<file path="config.mk">
export PLATFORM = sky130hd
export DESIGN_NAME = mpadd_arbiter
export DESIGN_NICKNAME = d
export VERILOG_FILES = /design/src/rtl/mpadd_arbiter_pkg.sv /design/src/rtl/mpadd_limb_datapath.sv /design/src/rtl/mpadd_arbiter.sv
export SDC_FILE = /design/constraint.sdc
export NUM_CORES = 1
export LEC_CHECK = 0
export ABC_AREA = 1
export BUFFER_PORTS_ARGS = -buffer_cell sky130_fd_sc_hd__buf_2
export CAP_MARGIN = 20
export CORE_AREA = 3 3 249 251
export CTS_BUF_LIST = sky130_fd_sc_hd__clkbuf_8
export CTS_CLUSTER_SIZE = 20
export DETAILED_ROUTE_END_ITERATION = 7
export DIE_AREA = 0 0 252 254
export GPL_ROUTABILITY_DRIVEN = 0
export SLEW_MARGIN = 20
export SYNTH_ARGS = -nofsm -noshare
export SYNTH_HDL_FRONTEND = slang
export SYNTH_SLANG_ARGS = --single-unit
</file>
<file path="constraint.sdc">
create_clock -name clk -period 35 [get_ports clk]
set_input_delay 3.5 -clock clk [delete_from_list [all_inputs] [get_ports clk]]
set_output_delay 3.5 -clock clk [all_outputs]
set_load 0.1 [all_outputs]
</file>
<file path="src/rtl/mpadd_arbiter_pkg.sv">
// Shared definitions for the word-serial multi-precision add/subtract engine:
// default geometry, FSM state encodings and client identifiers.
package mpadd_arbiter_pkg;

  localparam int WORD_DEF   = 64;
  localparam int NWORDS_DEF = 2;

  // Encodings stay as plain constants so legacy tooling can display them.
  localparam logic [1:0] ST_IDLE = 2'd0;
  localparam logic [1:0] ST_RUN  = 2'd1;
  localparam logic [1:0] ST_DONE = 2'd2;

  localparam logic CLIENT0 = 1'b0;
  localparam logic CLIENT1 = 1'b1;

  function automatic int cnt_width(input int nwords);
    return (nwords > 1) ? $clog2(nwords) : 1;
  endfunction

endpackage

</file>
<file path="src/rtl/mpadd_limb_datapath.sv">
// Limb-serial adder datapath: operand shift registers, one WORD-bit adder
// with optional B inversion, carry register and result shift register.
module mpadd_limb_datapath
  import mpadd_arbiter_pkg::*;
#(
  parameter  int WORD   = WORD_DEF,
  parameter  int NWORDS = NWORDS_DEF,
  localparam int W      = WORD * NWORDS
) (
  input  logic         clk,
  input  logic         rst,
  input  logic         load,
  input  logic         shift,
  input  logic         first,
  input  logic         sub_in,
  input  logic [W-1:0] a_in,
  input  logic [W-1:0] b_in,
  output logic [W:0]   result
);

  logic [W-1:0]      a_sr;
  logic [W-1:0]      b_sr;
  logic [W-1:0]      sum_sr;
  logic              sub_q;
  logic              carry_q;
  logic [WORD-1:0]   b_eff;
  logic              carry_in;
  logic [WORD:0]     limb_sum;
  logic [W+WORD-1:0] sum_cat;

  // NOTE: every signal driven from always_comb is assigned on all paths so
  // no latch can be inferred; here each one is a single unconditional assign.
  always_comb begin
    b_eff    = b_sr[WORD-1:0] ^ {WORD{sub_q}};
    // Subtraction is A + ~B + 1: the +1 enters as carry-in of the first limb.
    carry_in = first ? sub_q : carry_q;
    limb_sum = {1'b0, a_sr[WORD-1:0]} + {1'b0, b_eff} + {{WORD{1'b0}}, carry_in};
    sum_cat  = {limb_sum[WORD-1:0], sum_sr};
  end

  // NOTE: sequential state uses non-blocking assignments so every register
  // samples the pre-edge values regardless of statement order.
  always_ff @(posedge clk or posedge rst) begin
    if (rst) begin
      a_sr    <= '0;
      b_sr    <= '0;
      sum_sr  <= '0;
      sub_q   <= 1'b0;
      carry_q <= 1'b0;
    end else if (load) begin
      a_sr  <= a_in;
      b_sr  <= b_in;
      sub_q <= sub_in;
    end else if (shift) begin
      a_sr    <= a_sr >> WORD;
      b_sr    <= b_sr >> WORD;
      sum_sr  <= sum_cat[W+WORD-1:WORD];
      carry_q <= limb_sum[WORD];
    end
  end

  // Sum and carry are left untouched by a new load, so the previous result
  // stays visible until the first limb of the next operation is written.
  assign result = {carry_q, sum_sr};

endmodule

</file>
<file path="src/rtl/mpadd_arbiter.sv">
// Two-client round-robin front end for the shared limb-serial add/subtract
// datapath: FSM, limb counter, last-served pointer and done decode.
module mpadd_arbiter
  import mpadd_arbiter_pkg::*;
#(
  parameter  int WORD   = WORD_DEF,
  parameter  int NWORDS = NWORDS_DEF,
  localparam int W      = WORD * NWORDS
) (
  input  logic         clk,
  input  logic         rst,
  input  logic         req0,
  input  logic         req1,
  input  logic         sub0,
  input  logic         sub1,
  input  logic [W-1:0] a0,
  input  logic [W-1:0] b0,
  input  logic [W-1:0] a1,
  input  logic [W-1:0] b1,
  output logic [W:0]   result,
  output logic         done0,
  output logic         done1,
  output logic         busy
);

  localparam int CW = cnt_width(NWORDS);
  localparam logic [CW-1:0] LAST_LIMB = CW'(NWORDS - 1);

  logic [1:0]    state;
  logic [CW-1:0] cnt;
  logic          ptr;
  logic          gnt;
  logic          gnt_next;
  logic          load;
  logic          shift;
  logic          first;
  logic          sub_sel;
  logic [W-1:0]  a_sel;
  logic [W-1:0]  b_sel;

  always_comb begin
    // A tie goes to whichever client was not served last.
    gnt_next = (req0 && req1) ? ~ptr : (req1 ? CLIENT1 : CLIENT0);
    load     = (state == ST_IDLE) && (req0 || req1);
    shift    = (state == ST_RUN);
    first    = (cnt == '0);
    sub_sel  = (gnt_next == CLIENT1) ? sub1 : sub0;
    a_sel    = (gnt_next == CLIENT1) ? a1   : a0;
    b_sel    = (gnt_next == CLIENT1) ? b1   : b0;
  end

  always_ff @(posedge clk or posedge rst) begin
    if (rst) begin
      state <= ST_IDLE;
      cnt   <= '0;
      ptr   <= CLIENT1;
      gnt   <= CLIENT0;
    end else begin
      case (state)
        ST_IDLE: begin
          if (load) begin
            state <= ST_RUN;
            cnt   <= '0;
            ptr   <= gnt_next;
            gnt   <= gnt_next;
          end
        end
        ST_RUN: begin
          cnt <= cnt + CW'(1);
          if (cnt == LAST_LIMB) state <= ST_DONE;
        end
        ST_DONE: state <= ST_IDLE;
        default: state <= ST_IDLE;
      endcase
    end
  end

  assign busy  = (state != ST_IDLE);
  assign done0 = (state == ST_DONE) && (gnt == CLIENT0);
  assign done1 = (state == ST_DONE) && (gnt == CLIENT1);

  mpadd_limb_datapath #(
    .WORD   (WORD),
    .NWORDS (NWORDS)
  ) u_datapath (
    .clk    (clk),
    .rst    (rst),
    .load   (load),
    .shift  (shift),
    .first  (first),
    .sub_in (sub_sel),
    .a_in   (a_sel),
    .b_in   (b_sel),
    .result (result)
  );

endmodule
</file>
======== Word level (Yosys, flattened, before mapping) ========
Index checks and enable logic that the tools add are counted.
word-level totals
  output and inout bits ................... 132
  flip-flop bits (word level) ............. 391
  bits in read-only memories .............. 0
  latch bits .............................. 0
  memories ................................ 0
  bits in writable memories ............... 0
  input bits .............................. 518
cells by class
  shift-type cells ........................ 0
  reductions and logical operators ........ 13
  div/mod/pow operators ................... 0
  bitwise operators ....................... 4
  mux-type cells .......................... 15
  equal/unequal tests ..................... 4
  $lt $le $gt $ge ......................... 0
  $mul .................................... 0
  add/sub/neg operators ................... 3
operators with widths
  kind                                                             count
  128-bit 2-to-1 mux                                               6
  64-bit by 64-bit adder with 65-bit output                        1
  65-bit by 1-bit adder with 65-bit output                         1
  64-bit bitwise XOR                                               1
  2-bit AND reduction                                              4
  2-bit nonzero test                                               3
  1-bit 2-to-1 mux                                                 5
  1-bit logical AND                                                4
  2-bit 2-to-1 mux                                                 2
  2-bit != test, second input constant                             2
  2-bit case mux with 2 select lines                               1
  1-bit inverter                                                   3
  2-bit by 1-bit == test with 1-bit output, second input constant  1
  2-bit == test, second input constant                             1
  2-bit logical NOT                                                1
  1-bit case mux with 2 select lines                               1
  1-bit adder, second input constant                               1
  1-bit logical OR                                                 1

======== Logic depth before layout (Yosys ltp) ========
Gate-level depths: netlist (run 1).
  word-level depth ........................ 4
  depth in mapped cells ................... 19
  gate-level depth less buffers ........... 17

======== Hierarchy ========
A second synthesis (run 1) with hierarchy kept.
unflattened totals
  cell total of the unflattened synthesis .. 3,823
  area, all modules ....................... 25,421.9 um2
modules (own cells, without submodules)
  module               area each (um2)  seq. area each (um2)  cells each  instances
  mpadd_limb_datapath  21,493.1         9,659.3               2,937       1
  mpadd_arbiter        3,928.8          126.4                 886         1

======== Worst setup path after synthesis (run 1) ========
Ideal clock, no wire load.
  kind .................................... register to output
  start point ............................. reg state[0]
  end point ............................... out done0
  data required time ...................... 31.500 ns
  setup slack ............................. 29.022 ns
  buffers on the path ..................... 0
  stages on the path, launching flop included .. 2
  data arrival time ....................... 2.478 ns
  cells stage by stage .................... dfrtp_1 > nor3_1
on the way
  word-level cells in the longest chain between the ends .. 2
ends and longest elaborated chain
  what                    RTL line             RTL
  start, declared         mpadd_arbiter.sv:29  logic [1:0] state;
  start signal, assigned  mpadd_arbiter.sv:54  state <= ST_IDLE;
  start signal, assigned  mpadd_arbiter.sv:62  state <= ST_RUN;
  start signal, assigned  mpadd_arbiter.sv:70  if (cnt == LAST_LIMB) state <= ST_DONE;
  2-bit == test           mpadd_arbiter.sv:79  assign done0 = (state == ST_DONE) && (gnt == CLIENT0);
  1-bit logical AND       mpadd_arbiter.sv:79
  end, declared           mpadd_arbiter.sv:21  output logic done0,
No other way between the ends.

======== Worst setup path after layout (run 1) ========
  start point ............................. in req0
  end point ............................... reg u_datapath.a_sr[44]
on the way
  word-level cells in the longest chain between the ends .. 4
  elaborated cells on any way between the ends .. 7
  classes of those cells .................. 3 x mux; 4 x reduce/logical
ends and longest elaborated chain
  what                  RTL line                   RTL
  start, declared       mpadd_arbiter.sv:12        input logic req0,
  1-bit logical AND     mpadd_arbiter.sv:43        gnt_next = (req0 && req1) ? ~ptr : (req1 ? CLIENT1 : CLIENT0);
  1-bit 2-to-1 mux      mpadd_arbiter.sv:43
  128-bit 2-to-1 mux    mpadd_arbiter.sv:48        a_sel = (gnt_next == CLIENT1) ? a1 : a0;
  128-bit 2-to-1 mux    mpadd_limb_datapath.sv:50  end else if (load) begin
  end signal, assigned  mpadd_limb_datapath.sv:51  a_sr <= a_in;
  end signal, assigned  mpadd_limb_datapath.sv:55  a_sr <= a_sr >> WORD;
  end, declared         mpadd_limb_datapath.sv:21  logic [W-1:0] a_sr;
Parallel ways exist; a longest one is shown, timed or not.
A chain may end at the register's enable or synchronous reset.

==> results_dict.tcl, run 1 <==
set metrics [dict create \
    rsz0062_at_grt "no" \
    relSlewSlack_pct 24.3 \
    fin_util_pct 49.0 \
    min_period_ps 6350 \
    drc 0 \
    critPathKind "primary input to flip-flop" \
    fin_crit_sh_pct 18.2 \
    start_util_pct 40.5 \
    setup_violations 0 \
    dpl_cell_area_mm2 0.0279 \
    syn_nets 4156 \
    path_max_fanout 81 \
    grt_pass1_vias 23674 \
    root_buffer "clkbuf_8" \
    ioPinCount 650 \
    fp.dieW_um 252 \
    drt_pre_antenna_iters 6 \
    syn_inst 3573 \
    area_delta_synth_final_pct 20.9 \
    layout-drive-gt1-share_pct 19.5 \
    syn_area_mm2 0.0244 \
    finalNetCount 4708 \
    cts_made_buffers 72 \
    fmax_mhz 157 \
    cts_setup_buffers 0 \
    fin_area_mm2 0.0295 \
    cp-start-kind "primary input" \
    die_y_um 254 \
    hold_class "flip-flop to flip-flop" \
    coreArea_mm2 0.0601 \
    fin_setup_tns_ps 0 \
    crit_path_end_kind "flip-flop" \
    maxSlewViolCount 0 \
    ys_types 33 \
    die-area_mm2 0.0640 \
    yosys_warnings 0 \
    arrival_ps 6920 \
    drt-vias-per-instance 5.09 \
    antenna_found_initial 30 \
    drt_iter0_drc 2259 \
    drv_cap 0 \
    cts_max_level 3 \
    place_hpwl_um 74300 \
    tightest_slew_ps 1140 \
    grt_max_degree 169 \
    cts_hold_buf 0 \
    status "finished, final reports clean" \
    wire_per_inst_um 19.5 \
    ys_ff_latch 391 \
    cts_resized 0 \
    ant_nets 0 \
    fin_cells 4977 \
    cts_buffer_depth 3 \
    rows 90 \
    portBuffers 649 \
    fillers 6411 \
    gr-total-overflow 0 \
    worstSkewPairLatency_ps 670 \
    clk_pin_slew_worst_paths_ps 50 \
    grt_first_pass_wirelength_um 143000 \
    timing_hold_violations_final 0 \
    vias 25318 \
    tritoncts "built" \
    syn_area_per_cell_um2 6.82 \
    dp.cells 4832 \
    ys_seq_area_share_pct 40.1 \
    required_ps 35570 \
    fin_skew_ps 37.8 \
    routed_wl_um 96900 \
    track_usage_pct 29.3 \
    clkSinkCount 391 \
]
layout by cell type (no fill, tap or decap), types with 3 or more instances in the layout:
cell      synthesis  routed
diode_2           0      19
clkbuf_8          0      93
nor2_1          358     358
buf_2           108     649
nand3b_1          7       7
nand2_1        1112    1110
clkinv_2          0       4
xnor2_1          30      30
nor3_1           12      12
ha_1             63      63
o21ai_1          32      31
inv_1           346     367
nand3_2           5       5
xor2_1           63      63
nor2_2           13      13
inv_8             0       3
nor3_2            4       4
nand2_2           9       8
dfrtp_1         390     389
nand4_1           8       8
o21ai_0         277     277
a21oi_1         425     425
buf_4            15      18
nand3_1         212     212
area by class of cell:
class                           instances  area (um^2)  area share [%]
Tap cell                              782          978            3.32
Inverter                              350         1330            4.52
Timing Repair Buffer                  669         3430            11.6
Antenna cell                           19         47.5           0.161
Clock inverter                         32          206           0.701
Multi-Input combinational cell       2641        12400            42.1
Sequential cell                       391         9790            33.2
Clock buffer                           93         1280            4.34
path summary, 6_finish.rpt:
path / start / to / slack [ps] / cells after the start
worst max-delay path: req0 / u_datapath.a_sr[44] / 28650 / 10
worst min-delay path: u_datapath.sum_sr[62] / u_datapath.sum_sr[62] / 470 / 2
worst max register to register: ptr / u_datapath.a_sr[44] / 31080 / 9
worst min register to register: u_datapath.sum_sr[62] / u_datapath.sum_sr[62] / 470 / 2
max in group asynchronous: rst / u_datapath.b_sr[119] / 30170 / 5
min in group asynchronous: rst / u_datapath.sum_sr[15] / 2950 / 2
cell usage after synthesis:
library cell  instances  area share [%]
nor3_1               12            0.25
nand4_1               8            0.21
and2_1                1           0.026
o22ai_1               1           0.026
xnor2_1              30             1.1
clkbuf_1             63            0.97
nand3b_1              7            0.22
inv_2                 4           0.062
buf_6                 1           0.046
nor3_4                2            0.13
nand2_2               9            0.23
xor2_1               63             2.3
inv_1               346             5.3
buf_2               108             2.2
o21ai_1              32            0.66
buf_4                15            0.46
buf_1                 4           0.062
a21oi_1             425             8.7
nor3_2                4            0.16
dfrtp_1             390              40
nand3_1             212             4.4
a21o_1                1           0.031
fa_1                  2            0.16
ha_1                 63             3.2
o21bai_1              2           0.062
nor4_1                1           0.026
a211oi_1              1           0.031
nor2_1              358             5.5
nand2_1            1112              17
dfstp_2               1            0.11
nand3_2               5            0.21
nor2_2               13            0.33
o21ai_0             277             5.7
flip-flops by register name, indices dropped and copies added (netlist names):
register	count
u_datapath.sub_q	1
u_datapath.sum_sr	128
u_datapath.b_sr	128
u_datapath.a_sr	128
cnt	1
gnt	1
ptr	1
state	2
u_datapath.carry_q	1
critical path, stage by stage:
cell	delay, ps
buf_2	120
nand2_1	90
nand2_4	250
buf_4	660
buf_4	750
buf_4	820
nand2_1	100
a21oi_1	210
a21oi_1	70
a21oi_1	170
cells by family (layout without fill, tap and decap cells):
logic type                 Yosys count  in the layout  share of synthesized area, %
adders and majority gates           65             65                          3.40
xor gates and xnor gates            93             93                          3.34
DFF                                391            391                          40.1
and+or+nand+nor                   1744           1744                          28.8
AOI/OAI and AO/OA                  739            739                          15.2
other                                0             19                             0
buffers and inverters              541           1144                          9.14
per-layer routing:
| metal | track usage [%] | vias up | wire length (um) |
|---|---|---|---|
| met3 | 5.06 | 172 | 6640 |
| met2 | 45.7 | 956 | 43400 |
| li1 | - | 12522 | - |
| met1 | 41.1 | 11658 | 43600 |
| met5 | 0 | - | 57 |
| met4 | 10.3 | 10 | 3230 |
metrics by stage:
step / hold WS (ps) / worst slack, ps
floorplan: 443 / 20630
global placement: 457 / 28150
detailed placement: 460 / 28100
CTS: 476 / 28820
global route: 489 / 28450
finish: 472 / 28650
Power of run 1 is left out: the tool's default activity adds up to more than one toggle a clock period on the data nets, which glitch-free logic cannot reach.
==> run 2, diff against run 1 <==
--- a/config.mk
+++ b/config.mk
@@ -5,14 +5,14 @@
 export SDC_FILE = /design/constraint.sdc
 export NUM_CORES = 1
 export LEC_CHECK = 0
-export ABC_AREA = 1
+export ABC_AREA = 0
 export BUFFER_PORTS_ARGS = -buffer_cell sky130_fd_sc_hd__buf_2
 export CAP_MARGIN = 20
-export CORE_AREA = 3 3 249 251
+export CORE_AREA = 3 3 253 255
 export CTS_BUF_LIST = sky130_fd_sc_hd__clkbuf_8
 export CTS_CLUSTER_SIZE = 20
 export DETAILED_ROUTE_END_ITERATION = 7
-export DIE_AREA = 0 0 252 254
+export DIE_AREA = 0 0 256 258
 export GPL_ROUTABILITY_DRIVEN = 0
 export SLEW_MARGIN = 20
 export SYNTH_ARGS = -nofsm -noshare
==> constraint.sdc (replaced) <==
create_clock -name clk -period 5.4 [get_ports clk]
set_input_delay 0.54 -clock clk [delete_from_list [all_inputs] [get_ports clk]]
set_output_delay 0.54 -clock clk [all_outputs]
set_load 0.1 [all_outputs]
==> results_dict.tcl, run 2 <==
set metrics [dict create \
    reg2reg_slack_ps 1240 \
    cp-start-kind "flip-flop" \
    portBuffers 649 \
    r2r-end "u_datapath.sum_sr[127]" \
    path_max_fanout 43 \
    coreArea_mm2 0.0618 \
    synth_top_family_by_area "compound AO/OA/AOI/OAI gates" \
    finalNetCount 3715 \
    area_delta_synth_final_pct 23.7 \
    synth-compound-area-share_pct 19.5 \
    fin_skew_ps 46.8 \
    drv_cap 0 \
    crit_path_end_kind "flip-flop" \
    ys_async_sr_fraction_pct 100 \
    gr-total-overflow 0 \
    crit_start "u_datapath.sub_q" \
    synth_mux_area_share_pct 5.84 \
    vias 20621 \
    drc 0 \
    drt_pre_antenna_iters 5 \
    ioPinCount 650 \
    synthTopCellsByCount "nand2_1, dfrtp_1, o21ai_0, clkbuf_1, a31oi_1" \
    wire_per_inst_um 19.2 \
    cts_made_buffers 71 \
    start_util_pct 36.4 \
    grt_max_degree 156 \
    path_delay_family "compound AO/OA/AOI/OAI gates" \
    syn_area_per_cell_um2 8.69 \
    layout-drive-gt1-share_pct 25.4 \
    synth_xor_area_share_pct 4.44 \
    synthAdderAreaFrac_pct 3.68 \
    cts_setup_buffers 0 \
    crit_end "u_datapath.sum_sr[127]" \
    yosys.area_share.simple_pct 19.0 \
    layout_common_cells "buf_2, nand2_1, dfrtp_1" \
    die_y_um 258 \
    tightest_slew_ps 1000 \
    relSlewSlack_pct 33.0 \
    cpMostUsedCell "a21oi_1" \
    track_usage_pct 22.6 \
    die-area_mm2 0.0660 \
    maxSlewViolCount 0 \
    synth_top_cell_area_share_pct 43.4 \
    synth_area_leaders "dfrtp_1, nand2_1, mux2i_1, o21ai_0, a211oi_1" \
    antenna_found_initial 7 \
    final_common_cell "buf_2" \
    syn_nets 3173 \
    synthFlopType "dfrtp_1" \
    grt_first_pass_wirelength_um 117000 \
    cts_hold_buf 0 \
    finalWorstSetupSlack_ps 1240 \
    clk_pin_slew_worst_paths_ps 60 \
    syn_area_mm2 0.0225 \
    status "finished, final reports clean" \
    tritoncts "built" \
    required_ps 5930 \
    ys_seq_area_share_pct 43.5 \
    clkSinkCount 391 \
    cts_max_level 3 \
    fp.dieW_um 256 \
    layout_top_registers "u_datapath.a_sr (128), u_datapath.b_sr (128), u_datapath.sum_sr (128)" \
    ys_ff_latch 391 \
    drt_iter0_drc 1662 \
    critPathKind "flip-flop to flip-flop" \
    syn_inst 2590 \
    place_hpwl_um 59100 \
    min_period_ps 4160 \
    slowest_stage "dfrtp_4" \
    worstSkewPairLatency_ps 660 \
    cts_buffer_depth 3 \
    fin_cells 4026 \
    yosysMostFrequentCell "nand2_1" \
    rsz0062_at_grt "no" \
    drt-vias-per-instance 5.12 \
    fin_crit_sh_pct 77.1 \
    fmax_mhz 240 \
    setup_violations 0 \
    fin_util_pct 45.0 \
    crit_path_max_incr_delay_ps 700 \
    yosysTopAreaCell "dfrtp_1" \
    yosys_warnings 0 \
    crit_buf_inv 1 \
    dpl_worst_slack_ps 1240 \
    routed_wl_um 77400 \
    ant_nets 0 \
    arrival_ps 4690 \
    cts_resized 0 \
    dp.cells 3895 \
    path_cells "buf_4, xor2_1, ha_1, nand4_1, nor3_1, o311ai_1, a21oi_1, o21ai_1, a21oi_1, a211oi_1, a221o_1" \
    ys_types 65 \
    hold_class "primary input to async pin" \
    worstRegToRegCells 11 \
    regToRegStartpoint "u_datapath.sub_q" \
    root_buffer "clkbuf_8" \
    synth_edf_count 0 \
    rows 91 \
    worst-path-stages 11 \
    timing_hold_violations_final 0 \
    grt_pass1_vias 19947 \
]
[run 2: metrics by stage]
| step | instance area [um^2] | TNS [ps] | hold WS, ps |
|---|---|---|---|
| floorplan | 22500 | -155640 | 469 |
| finish | 27800 | 0 | 57.1 |
| global placement | 26400 | 0 | 453 |
| CTS | 27800 | 0 | 22.9 |
| detailed placement | 26400 | 0 | 457 |
| global route | 27800 | 0 | 91.2 |
[run 2: kinds of logic (layout without fill, tap and decap cells)]
| kind of cell | Yosys count | count (layout) |
|---|---|---|
| AO/OA/AOI/OAI | 700 | 700 |
| flip-flops | 391 | 391 |
| buffers and inverters | 234 | 829 |
| AND/OR/NAND/NOR | 955 | 955 |
| multiplexers | 131 | 131 |
| other | 0 | 4 |
| XOR/XNOR | 114 | 114 |
| adder cells (fa/ha/maj) | 65 | 65 |
[run 2: area by class of cell]
cell class                      count  area (um^2)
Antenna cell                        4         10.0
Clock buffer                       86         1180
Clock inverter                     40          278
Fill cell                        6248        34000
Inverter                           23         90.1
Multi-Input combinational cell   1965        11800
Sequential cell                   391         9790
Tap cell                          837         1050
Timing Repair Buffer              680         3610
[run 2: routing by layer]
metal / share of wire [%] / up-vias / global-route usage (%)
li1: - / 10225 / -
met1: 47 / 9641 / 32.5
met2: 45 / 648 / 35.5
met3: 5.4 / 103 / 3.30
met4: 2.0 / 4 / 6.35
met5: 0.035 / - / 0
[run 2: worst min-delay path by stage]
stage / slack, ps / endpoint / startpoint / cells past startpoint
4_1_cts: 20 / u_datapath.sum_sr[8] / rst / 2
2_1_floorplan: 470 / u_datapath.a_sr[100] / u_datapath.a_sr[100] / 2
3_5_place_dp: 460 / u_datapath.sum_sr[55] / u_datapath.sum_sr[55] / 2
5_1_grt: 90 / u_datapath.sum_sr[8] / rst / 2
3_3_place_gp: 450 / u_datapath.sum_sr[23] / u_datapath.sum_sr[23] / 2
6_report: 60 / u_datapath.sum_sr[8] / rst / 2
Power of run 2 is left out for the same reason.
